`src/rtl/nes_pad_if.sv`:
```
// Pad-side signal bundle between an NES console (or bench) and the pad responder.
// master = console side, slave = pad responder.
interface nes_pad_if #(
  parameter int FRAME_CNT_W = 16
);
  logic [7:0]             buttons;
  logic                   latch_in;
  logic                   pulse_in;
  logic                   data_out;
  logic [3:0]             bit_index;
  logic                   frame_done;
  logic                   overrun;
  logic [FRAME_CNT_W-1:0] frame_count;

  modport master (
    output buttons, latch_in, pulse_in,
    input  data_out, bit_index, frame_done, overrun, frame_count
  );

  modport slave (
    input  buttons, latch_in, pulse_in,
    output data_out, bit_index, frame_done, overrun, frame_count
  );
endinterface

```
`src/rtl/nes_pad_responder.sv`:
```
// Controller-side emulation of the NES 4021 serial pad: synchronises the console's
// latch/clock lines and shifts an active-low button snapshot out A-first.
module nes_pad_responder #(
  parameter int SYNC_STAGES = 2,
  parameter int FRAME_CNT_W = 16
) (
  input logic      clk,
  input logic      reset,
  nes_pad_if.slave pad
);
  typedef enum logic [1:0] {ST_IDLE, ST_LOAD, ST_SHIFT, ST_DONE} state_t;

  localparam logic [FRAME_CNT_W-1:0] CNT_ONE = {{(FRAME_CNT_W-1){1'b0}}, 1'b1};

  state_t                 state_r, state_s;
  logic [SYNC_STAGES-1:0] latch_sync_r, pulse_sync_r;
  logic                   latch_hist_r, pulse_hist_r;
  logic [7:0]             shreg_r, shreg_s;
  logic [3:0]             idx_r, idx_s;
  logic                   data_r, data_s;
  logic                   done_r, done_s;
  logic                   ovr_r, ovr_s;
  logic [FRAME_CNT_W-1:0] cnt_r, cnt_s;
  logic                   latch_s, latch_rise_s, pulse_rise_s;

  // Synchronizer chains plus one history flop per console line
  always_ff @(posedge clk) begin
    if (!reset) begin
      latch_sync_r <= {SYNC_STAGES{1'b0}};
      pulse_sync_r <= {SYNC_STAGES{1'b0}};
      latch_hist_r <= 1'b0;
      pulse_hist_r <= 1'b0;
    end else begin
      latch_sync_r <= {latch_sync_r[SYNC_STAGES-2:0], pad.latch_in};
      pulse_sync_r <= {pulse_sync_r[SYNC_STAGES-2:0], pad.pulse_in};
      latch_hist_r <= latch_sync_r[SYNC_STAGES-1];
      pulse_hist_r <= pulse_sync_r[SYNC_STAGES-1];
    end
  end

  assign latch_s      = latch_sync_r[SYNC_STAGES-1];
  assign latch_rise_s = latch_sync_r[SYNC_STAGES-1] & ~latch_hist_r;
  assign pulse_rise_s = pulse_sync_r[SYNC_STAGES-1] & ~pulse_hist_r;

  // State and output registers
  always_ff @(posedge clk) begin
    if (!reset) begin
      state_r <= ST_IDLE;
      shreg_r <= 8'h00;
      idx_r   <= 4'd0;
      data_r  <= 1'b1;
      done_r  <= 1'b0;
      ovr_r   <= 1'b0;
      cnt_r   <= {FRAME_CNT_W{1'b0}};
    end else begin
      state_r <= state_s;
      shreg_r <= shreg_s;
      idx_r   <= idx_s;
      data_r  <= data_s;
      done_r  <= done_s;
      ovr_r   <= ovr_s;
      cnt_r   <= cnt_s;
    end
  end

  // Next-state logic; a high latch overrides any pulse activity in every state
  always_comb begin
    state_s = state_r;
    shreg_s = shreg_r;
    idx_s   = idx_r;
    done_s  = 1'b0;
    ovr_s   = ovr_r;
    cnt_s   = cnt_r;
    data_s  = 1'b1;
    if (latch_s) begin
      state_s = ST_LOAD;
      shreg_s = ~pad.buttons;
      idx_s   = 4'd0;
      if (latch_rise_s) begin
        ovr_s = 1'b0;
      end else begin
        ovr_s = ovr_r;
      end
    end else begin
      case (state_r)
        ST_IDLE:  state_s = ST_IDLE;
        ST_LOAD:  state_s = ST_SHIFT;
        ST_SHIFT: begin
          if (pulse_rise_s) begin
            shreg_s = {1'b0, shreg_r[7:1]};
            idx_s   = idx_r + 4'd1;
            if (idx_r == 4'd7) begin
              done_s  = 1'b1;
              cnt_s   = cnt_r + CNT_ONE;
              state_s = ST_DONE;
            end else begin
              state_s = ST_SHIFT;
            end
          end else begin
            state_s = ST_SHIFT;
          end
        end
        ST_DONE: begin
          if (pulse_rise_s) begin
            ovr_s = 1'b1;
          end else begin
            ovr_s = ovr_r;
          end
        end
        default: state_s = ST_IDLE;
      endcase
    end
    // Exhausted pad drives 0, as a real 4021 with its serial input grounded
    case (state_s)
      ST_IDLE: data_s = 1'b1;
      ST_DONE: data_s = 1'b0;
      default: data_s = shreg_s[0];
    endcase
  end

  assign pad.data_out    = data_r;
  assign pad.bit_index   = idx_r;
  assign pad.frame_done  = done_r;
  assign pad.overrun     = ovr_r;
  assign pad.frame_count = cnt_r;
endmodule
```
`src/flat_wrapper.sv`:
```
// flat-port wrapper written by rule: the top's interface ports become plain ports
module nes_pad_responder_flat 
#(
  parameter int SYNC_STAGES = 2,
  parameter int FRAME_CNT_W = 16
)
  (clk, reset, pad_buttons, pad_latch_in, pad_pulse_in, pad_data_out, pad_bit_index, pad_frame_done, pad_overrun, pad_frame_count);
  nes_pad_if #(.FRAME_CNT_W(FRAME_CNT_W)) pad_i ();
  input logic clk;
  input logic reset;
  input wire logic [$bits(pad_i.buttons)-1:0] pad_buttons;
  input wire logic [$bits(pad_i.latch_in)-1:0] pad_latch_in;
  input wire logic [$bits(pad_i.pulse_in)-1:0] pad_pulse_in;
  output wire logic [$bits(pad_i.data_out)-1:0] pad_data_out;
  output wire logic [$bits(pad_i.bit_index)-1:0] pad_bit_index;
  output wire logic [$bits(pad_i.frame_done)-1:0] pad_frame_done;
  output wire logic [$bits(pad_i.overrun)-1:0] pad_overrun;
  output wire logic [$bits(pad_i.frame_count)-1:0] pad_frame_count;
  assign pad_i.buttons = pad_buttons;
  assign pad_i.latch_in = pad_latch_in;
  assign pad_i.pulse_in = pad_pulse_in;
  assign pad_data_out = pad_i.data_out;
  assign pad_bit_index = pad_i.bit_index;
  assign pad_frame_done = pad_i.frame_done;
  assign pad_overrun = pad_i.overrun;
  assign pad_frame_count = pad_i.frame_count;
  nes_pad_responder #(.SYNC_STAGES(SYNC_STAGES), .FRAME_CNT_W(FRAME_CNT_W)) u_core (.clk(clk), .reset(reset), .pad(pad_i));
endmodule
```
`config.mk`:
```
export PLATFORM = sky130hd
export DESIGN_NAME = nes_pad_responder_flat
export DESIGN_NICKNAME = d
export VERILOG_FILES = /design/src/rtl/nes_pad_if.sv /design/src/rtl/nes_pad_responder.sv /design/src/flat_wrapper.sv
export SDC_FILE = /design/constraint.sdc
export NUM_CORES = 1
export LEC_CHECK = 0
export ABC_CLOCK_PERIOD_IN_PS = 2080
export CORE_ASPECT_RATIO = 2
export CORE_MARGIN = 2
export CORE_UTILIZATION = 45
export CTS_BUF_LIST = sky130_fd_sc_hd__clkbuf_16
export DETAILED_ROUTE_END_ITERATION = 8
export PLACE_DENSITY = 0.75
export SETUP_SLACK_MARGIN = 0.4
export SYNTH_ARGS = -nofsm -noshare
export SYNTH_HDL_FRONTEND = slang
export SYNTH_SLANG_ARGS = --single-unit
```
`constraint.sdc`:
```
create_clock -name clk -period 2.08 [get_ports clk]
set_clock_uncertainty 0.2 [all_clocks]
set_input_delay 0.312 -clock clk [delete_from_list [all_inputs] [get_ports clk]]
set_output_delay 0.312 -clock clk [all_outputs]
set_load 0.01 [all_outputs]
```
# Word level (Yosys, flattened, before mapping)
# Cells that the tools add are included.
[totals] ff_bits=39 inputBits=12 out_inout_bits=23 word_cells=53
[classes] add_sub_neg=2 n_eq_ne=6 muxes=13 bitwise_logic=9 reduce_logical=11
[op_table] op="two-way mux 8 bit" n=3
[op_table] op="adder 16 x 1 -> 16 bit (second input constant)" n=1
[op_table] op="NOT 8 bit" n=1
[op_table] op="two-way mux 1 bit" n=7
[op_table] op="== test 2 bit (second input constant)" n=3
[op_table] op="NOT 1 bit" n=6
[op_table] op="one-hot mux 2 bit (3 select lines)" n=1
[op_table] op="nonzero test 2 bit" n=3
[op_table] op="adder 4 x 1 -> 4 bit (second input constant)" n=1
[op_table] op="== test 4 x 3 -> 1 bit (second input constant)" n=1
[op_table] op="zero test 2 bit" n=2
[op_table] op="AND reduction 2 bit" n=2
[op_table] op="AND reduction 4 bit" n=1
[op_table] op="OR reduction 4 bit" n=1
[op_table] op="AND reduction 3 bit" n=1
[op_table] op="bitwise AND 1 bit" n=2
[op_table] op="== test 2 x 1 -> 1 bit (second input constant)" n=1
[op_table] op="two-way mux 2 bit" n=1
[op_table] op="inequality test 2 bit (second input constant)" n=1
[op_table] op="one-hot mux 1 bit (2 select lines)" n=1
[op_table] op="OR reduction 2 bit" n=1

# Depth between registers and ports, before layout
# Gate-level depths: netlist of run 1.
[depth] depth_word=7 ltp_mapped=7 depth_no_buf=6

# Worst setup path before layout of run 1
# OpenSTA, ideal clock, no wires.
[synth_path] path_kind="reg-to-reg" from="register u_core.state_r[0]" to="register u_core.data_r, in the netlist u_core.pad.data_out" setup_time_ns=0.122 arrival_ns=1.796 required_time_ns=1.758 setup_slack_ns=-0.038 stages_incl_launch_ff=8 n_path_buf=2 synth_period_minus_slack_ns=2.118 cell_sequence="dfxtp_1 > and4bb_2 > buf_4 > clkbuf_1 > a221oi_1 > ha_1 > nor2b_1 > a311o_1"
[synth_between] elab_chain_cells=5 word_cells_on_any_way=10 cone_classes="eq/ne (3); mux (5); reduce/logical (2)"
[synth_rtl] item="from (decl)" line="nes_pad_responder.sv:15" rtl="state_t state_r, state_s;"
[synth_rtl] item="from (signal assigned)" line="nes_pad_responder.sv:56" rtl="state_r <= state_s;"
[synth_rtl] item="== test 2 bit, or another cell as far along" line="nes_pad_responder.sv:85" rtl="case (state_r)"
[synth_rtl] item="one-hot mux 2 bit (3 select lines)" line="nes_pad_responder.sv:85"
[synth_rtl] item="two-way mux 2 bit" line="nes_pad_responder.sv:75" rtl="if (latch_s) begin"
[synth_rtl] item="== test 2 bit / zero test 2 bit (equally long branches)" line="nes_pad_responder.sv:114" rtl="case (state_s)"
[synth_rtl] item="one-hot mux 1 bit (2 select lines) (*)" line="nes_pad_responder.sv:114"
[synth_rtl] item="to (signal assigned)" line="nes_pad_responder.sv:59" rtl="data_r <= data_s;"
[synth_rtl] item="to (decl)" line="nes_pad_responder.sv:20" rtl="logic data_r, data_s;"
# Mark *: on every way between the ends. The rest lies on a longest branch, timed or not. The select of a mux whose other input is x is not followed.
# A chain may end at the register's enable or synchronous reset.

# Worst setup path in the final report of run 1
[layout_path] from="register u_core.idx_r[1], in the netlist u_core.pad.bit_index[1]" to="register u_core.data_r, in the netlist u_core.pad.data_out"
[layout_between] elab_chain_cells=7 word_cells_on_any_way=8 cone_classes="eq/ne (2); mux (5); reduce/logical (1)"
[layout_rtl] item="from (decl)" line="nes_pad_responder.sv:19" rtl="logic [3:0] idx_r, idx_s;"
[layout_rtl] item="from (signal assigned)" line="nes_pad_responder.sv:58" rtl="idx_r <= idx_s;"
[layout_rtl] item="== test 4 x 3 -> 1 bit (*)" line="nes_pad_responder.sv:92" rtl="if (idx_r == 4'd7) begin"
[layout_rtl] item="two-way mux 1 bit (*)" line="nes_pad_responder.sv:92"
[layout_rtl] item="two-way mux 1 bit (*)" line="nes_pad_responder.sv:89" rtl="if (pulse_rise_s) begin"
[layout_rtl] item="one-hot mux 2 bit (3 select lines) (*)" line="nes_pad_responder.sv:85"
[layout_rtl] item="two-way mux 2 bit (*)" line="nes_pad_responder.sv:75"
[layout_rtl] item="== test 2 bit / zero test 2 bit (equally long branches)" line="nes_pad_responder.sv:114"
[layout_rtl] item="one-hot mux 1 bit (2 select lines) (*)" line="nes_pad_responder.sv:114"
# Mark *: on every way between the ends. The rest lies on a longest branch, timed or not.

==> impl_metrics.env, run 1 <==
export IMPL_outcome="completed"
export IMPL_worst_pin_slew_ns=0.293
export IMPL_period_needed_ns=1.90
export IMPL_rr_startpoint="u_core.pad.bit_index[1]$_SDFFE_PP0P_"
export IMPL_syn_num_nets=202
export IMPL_finalCritPeriodShare_pct=91.4
export IMPL_yosysUniqueCellTypes=38
export IMPL_core_sq_um=3570
export IMPL_mostFrequentLayoutCell="dfxtp_1"
export IMPL_drt_iter0_markers=28
export IMPL_required_ns=2.05
export IMPL_rsz0062_at_grt="true"
export IMPL_clk_latency_ns=0.28
export IMPL_cts_num_sinks=39
export IMPL_ys_seq_elements=39
export IMPL_hp_class="flop to flop"
export IMPL_min_from="u_core.latch_sync_r[0]$_SDFF_PN0_"
export IMPL_grt_pass1_wl_microns=7090
export IMPL_synth_xor_area_share_pct=3.69
export IMPL_core_rowCount=31
export IMPL_grt_use_total_pct=22.5
export IMPL_seq_area_frac_synth_pct=47.0
export IMPL_reg2regPathDepth=5
export IMPL_synth_simple_area_share_pct=29.6
export IMPL_cts_tree="done"
export IMPL_fmaxAchievable_mhz=526
export IMPL_fp_dieH_microns=89.9
export IMPL_design_die_area_sq_um=4220
export IMPL_power_leakage_uw=0.00101
export IMPL_grt_start_max_net_pins=25
export IMPL_peakVddDrop_mv=0.644
export IMPL_cp_depth=5
export IMPL_critical_path_buf_inv_count=0
export IMPL_layout_nets=261
export IMPL_crit_path_end_kind="flop"
export IMPL_path_clk_slew_ns=0.06
export IMPL_synth_compound_area_share_pct=11.8
export IMPL_cts_buffers=5
export IMPL_path_max_fanout=4
export IMPL_route_detailed_drc=0
export IMPL_via_per_inst=5.36
export IMPL_start_util_pct=46.6
export IMPL_layout_common_cells="29 x dfxtp_1, 26 x nand2_1, 19 x dlygate4sd2_1, 19 x buf_4, 14 x clkdlybuf4s50_1"
export IMPL_arrival_ns=1.87
export IMPL_grt_antenna_before_repair=0
export IMPL_finalMaxSlewViolations=0
export IMPL_syn_avg_cell_area_sq_um=8.89
export IMPL_areaGrowthSynthToFinish_pct=51.8
export IMPL_gp_congestion=0.752
export IMPL_synth_async_sr_flop_share_pct=0
export IMPL_antenna_cells=0
export IMPL_synth_warnings=0
export IMPL_regToRegSetupSlack_ns=0.18
export IMPL_dr_pass1_iters=4
export IMPL_cts_buffer_depth=2
export IMPL_cp_start_kind="flop"
export IMPL_critPathKind="flop to flop"
export IMPL_critPathMaxStageDelay_ns=0.36
export IMPL_n_fill_cell=304
export IMPL_setup_tns_ns=0
export IMPL_hpwl_microns=2920
export IMPL_synth_edf_count=0
export IMPL_r2r_end="u_core.pad.data_out$_SDFF_PN1_"
export IMPL_timing_max_cap_violations=0
export IMPL_fin_ws_ns=0.180
export IMPL_critPathLaunch="u_core.pad.bit_index[1]$_SDFFE_PP0P_"
export IMPL_synth_cells=187
export IMPL_cts_root_buf="clkbuf_16"
export IMPL_num_vias=1587
export IMPL_grt_pass1_vias=1597
export IMPL_ys_flop_type="dfxtp_1"
export IMPL_die_x_microns=47.0
export IMPL_place_ws_ns=0.0786
export IMPL_crit_family="compound AO/OA/AOI/OAI gates"
export IMPL_seqCellArea_sq_um=801
export IMPL_multi_input_area_sq_um=940
export IMPL_synthMuxAreaShare_pct=1.81
export IMPL_grt_ovfl_total=0
export IMPL_hold_viol=0
export IMPL_wirelength_microns=4290
export IMPL_slew_headroom_pct=80.3
export IMPL_cp_endpoint="u_core.pad.data_out$_SDFF_PN1_"
export IMPL_netlist_area_sq_um=1660
export IMPL_cts_htree_levels=2
export IMPL_io_buffers=34
export IMPL_yosys_area_share_adder_pct=2.26
export IMPL_worstPathCellList="ha_4, and3b_2, a221oi_2, ha_1, a311o_1"
export IMPL_cts_hold_buffers=0
export IMPL_io_pins=35
export IMPL_holdPathStages=1
export IMPL_detail_route_antenna_nets=0
export IMPL_worst_path_max_delay_cell="dfxtp_4"
export IMPL_p_per_area_nw_per_um2=629
export IMPL_setup_violations=0
export IMPL_drive_gt1_share_pct=27.5
export IMPL_post_drt_wl_per_cell_microns=14.5
export IMPL_synth_top_family_by_area="simple AND/OR/NAND/NOR gates"
logic make-up after synthesis:
| logic type | count (synthesis) |
|---|---|
| compound gates | 31 |
| xor+xnor | 7 |
| fa+ha+maj | 3 |
| buf+inv | 14 |
| flops | 39 |
| mux | 3 |
| simple gates | 90 |
worst min-delay path by stage:
stage / to / slack, ns
final: u_core.latch_sync_r[1]$_SDFF_PN0_ / 0.24
after global routing: u_core.pulse_sync_r[1]$_SDFF_PN0_ / 0.27
after CTS: u_core.pulse_sync_r[1]$_SDFF_PN0_ / 0.25
after detailed placement: u_core.pulse_sync_r[1]$_SDFF_PN0_ / 0.23
after global placement: u_core.latch_sync_r[1]$_SDFF_PN0_ / 0.21
after floorplan: u_core.shreg_r[1]$_SDFFE_PN0P_ / 0.21
through the flow:
step                      hold WS, ns  utilization, %  cell area (sq um)  total power [uW]  cells
final                           0.243            70.7               2520              1590    296
after global routing            0.267            70.7               2520              1640    296
after CTS                       0.247            67.3               2400              1590    293
after detailed placement        0.229            60.9               2170               871    276
after global placement          0.214            60.9               2170               869    276
after floorplan                 0.209               -               1710               826    187
routing by layer:
layer / routed length, microns / GRT usage, %
met1: 1630 / 23.5
met2: 2450 / 39.7
met3: 118 / 4.82
met4: 87 / 9.72
met5: 0 / 0
final cells by class:
cell class | count | area share [%]
Tap cell | 49 | 2.43
Multi-Input combinational cell | 134 | 37.3
Sequential cell | 39 | 31.7
Clock inverter | 3 | 0.645
Clock buffer | 5 | 4.96
Timing Repair Buffer | 61 | 22.2
Inverter | 5 | 0.744
state kept, by name, summed over array words and instances, names as in the netlist, 2 cells and up:
name,flops
u_core.pad.frame_count,16
u_core.shreg_r,8
u_core.pad.bit_index,4
u_core.latch_sync_r,2
u_core.pulse_sync_r,2
u_core.state_r,2
cell usage after synthesis (5+ instances only):
master | n | share of area [%]
and2_1 | 6 | 2.3
o21ai_0 | 6 | 1.8
dfxtp_1 | 39 | 47
nand2_1 | 26 | 5.9
a211oi_1 | 6 | 2.7
clkbuf_1 | 7 | 1.6
or4_1 | 6 | 2.7
nor2_1 | 13 | 2.9
a21oi_1 | 10 | 3.0
and3_1 | 7 | 2.6
nand3_1 | 7 | 2.1
inv_1 | 5 | 1.1
repair_timing:
item                                    4_1_cts  5_1_grt
pin swaps                                     9        8
setup buffers                                 9        3
endpoints found under the setup margin       31       22
gates resized for setup                      30       25
where the power goes:
group          total (uW)  internal, uW  switching (uW)  leakage [uW]
Clock                 724           437             287     0.0000710
Combinational        95.4          51.4            44.0      0.000616
Sequential            768           760            8.76      0.000322
Total                1590          1250             340       0.00101
No activity file was read; power rests on OpenSTA's default activity.
==> inputs of run 2 (changes only) <==
--- a/config.mk
+++ b/config.mk
@@ -12,6 +12,7 @@
 export CTS_BUF_LIST = sky130_fd_sc_hd__clkbuf_16
 export DETAILED_ROUTE_END_ITERATION = 8
 export PLACE_DENSITY = 0.75
+export REMOVE_ABC_BUFFERS = 1
 export SETUP_SLACK_MARGIN = 0.4
 export SYNTH_ARGS = -nofsm -noshare
 export SYNTH_HDL_FRONTEND = slang
==> run 2 against run 1 <==
Effect of this change: sequential power rose by 0.5%; sequential cell count did not move; register-to-register slack hardly changed; clock power rose by 17%; cell area is 1.1% lower; die area did not move; global-route usage down 1.2 points; sequential share of layout area hardly changed; count of clock-buffer cells in the layout unchanged; critical path type unchanged; highest routed layer unchanged.
==> impl_metrics.env, run 2 (same netlist as run 1, synthesis figures left out) <==
export IMPL_arrival_ns=1.93
export IMPL_num_vias=1569
export IMPL_dr_pass1_iters=4
export IMPL_layout_common_cells="31 x dfxtp_1, 26 x buf_4, 25 x nand2_1, 20 x dlygate4sd2_1"
export IMPL_drive_gt1_share_pct=24.9
export IMPL_setup_tns_ns=0
export IMPL_worst_pin_slew_ns=0.319
export IMPL_cts_buffers=5
export IMPL_crit_path_end_kind="flop"
export IMPL_start_util_pct=46.6
export IMPL_grt_pass1_wl_microns=6650
export IMPL_slew_headroom_pct=78.5
export IMPL_p_per_area_nw_per_um2=683
export IMPL_grt_pass1_vias=1484
export IMPL_grt_antenna_before_repair=0
export IMPL_path_max_fanout=3
export IMPL_grt_ovfl_total=0
export IMPL_largest_register_ffs=16
export IMPL_hold_viol=0
export IMPL_gp_congestion=0.788
export IMPL_peakVddDrop_mv=0.637
export IMPL_mostFrequentLayoutCell="dfxtp_1"
export IMPL_totalPowerFinal_uw=1700
export IMPL_io_buffers=34
export IMPL_layout_nets=263
export IMPL_antenna_cells=0
export IMPL_finalMaxSlewViolations=0
export IMPL_areaGrowthSynthToFinish_pct=50.1
export IMPL_fp_dieH_microns=89.9
export IMPL_critPathKind="flop to flop"
export IMPL_grt_start_max_net_pins=19
export IMPL_core_rowCount=31
export IMPL_cp_start_kind="flop"
export IMPL_core_sq_um=3570
export IMPL_cts_buffer_depth=2
export IMPL_clk_latency_ns=0.28
export IMPL_hpwl_microns=2800
export IMPL_detail_route_antenna_nets=0
export IMPL_wirelength_microns=4110
export IMPL_required_ns=2.10
export IMPL_post_drt_wl_per_cell_microns=13.8
export IMPL_io_pins=35
export IMPL_fmaxAchievable_mhz=525
export IMPL_path_clk_slew_ns=0.06
export IMPL_grt_use_total_pct=21.3
export IMPL_finalCritPeriodShare_pct=91.6
export IMPL_cts_tree="done"
export IMPL_cts_num_sinks=39
export IMPL_setup_violations=0
export IMPL_power_leakage_uw=0.00101
export IMPL_drt_iter0_markers=20
export IMPL_period_needed_ns=1.91
export IMPL_final_util_pct=69.9
export IMPL_cts_root_buf="clkbuf_16"
export IMPL_design_die_area_sq_um=4220
export IMPL_die_x_microns=47.0
export IMPL_timing_max_cap_violations=0
export IMPL_cts_htree_levels=2
export IMPL_via_per_inst=5.27
export IMPL_route_detailed_drc=0
export IMPL_n_fill_cell=294
export IMPL_outcome="completed"
export IMPL_rsz0062_at_grt="true"
export IMPL_hp_class="flop to flop"
[run 2: cell count changes in the layout (fill, tap and decap cells not counted), sizes merged]
cell | previous run | this run
clkinv | 1 | 2
clkdlybuf4s50 | 14 | 13
clkinvlp | 1 | 0
buf | 27 | 29
bufinv | 0 | 1
inv | 6 | 5
dlygate4sd2 | 19 | 20
[run 2: power breakdown]
part	leakage [uW]	switching, uW	internal [uW]
clock	0.0000812	287	559
sequential	0.000320	8.52	763
combinational	0.000609	38.2	47.0
total	0.00101	334	1370
[run 2: path summary, 6_finish.rpt]
kind / from / end / slack, ns / cells after the start
worst max-delay path: u_core.pad.bit_index[1]$_SDFFE_PP0P_ / u_core.pad.frame_count[8]$_SDFFE_PN0P_ / 0.17 / 6
worst min-delay path: u_core.latch_sync_r[0]$_SDFF_PN0_ / u_core.latch_sync_r[1]$_SDFF_PN0_ / 0.23 / 1
worst max register to register: u_core.pad.bit_index[1]$_SDFFE_PP0P_ / u_core.pad.frame_count[8]$_SDFFE_PN0P_ / 0.17 / 6
worst min register to register: u_core.latch_sync_r[0]$_SDFF_PN0_ / u_core.latch_sync_r[1]$_SDFF_PN0_ / 0.23 / 1
[run 2: worst max-delay path: stages (launching register included)]
cell      delay (ns)
dfxtp_2         0.35
ha_4            0.14
buf_4           0.10
nand3b_1        0.13
or4_4           0.44
or3_4           0.35
a21oi_2         0.14
[run 2: layer usage]
layer,vias to the layer above,share of wire (%),GRT usage (%)
li1,783,-,-
met4,0,2.5,9.72
met3,9,3.4,5.42
met2,36,57,37.0
met5,-,0,0
met1,741,38,22.1
[run 2: cell type report]
cell class / instances / area, sq um / share of cell area [%]
Multi-Input combinational cell: 134 / 912 / 36.6
Sequential cell: 39 / 791 / 31.7
Clock inverter: 3 / 38.8 / 1.56
Timing Repair Buffer: 63 / 547 / 21.9
Tap cell: 49 / 61.3 / 2.46
Clock buffer: 5 / 125 / 5.02
Inverter: 5 / 18.8 / 0.753
[run 2: metrics by stage]
stage | cells | hold slack [ns] | setup slack (ns) | instance area [sq um]
6_report | 298 | 0.235 | 0.174 | 2490
2_1_floorplan | 178 | 0.209 | 0.0643 | 1620
3_3_place_gp | 279 | 0.214 | 0.0807 | 2150
4_1_cts | 294 | 0.235 | 0.208 | 2410
5_1_grt | 298 | 0.255 | 0.131 | 2490
3_5_place_dp | 279 | 0.222 | 0.0233 | 2150
[run 2: timing repair]
action / 4_1_cts / 5_1_grt
hold buffers: 0 / 0
gates resized for setup: 40 / 11
pin swaps: 17 / 8
buffers inserted: 7 / 4
setup endpoints to repair: 32 / 24
cloned: 0 / 0
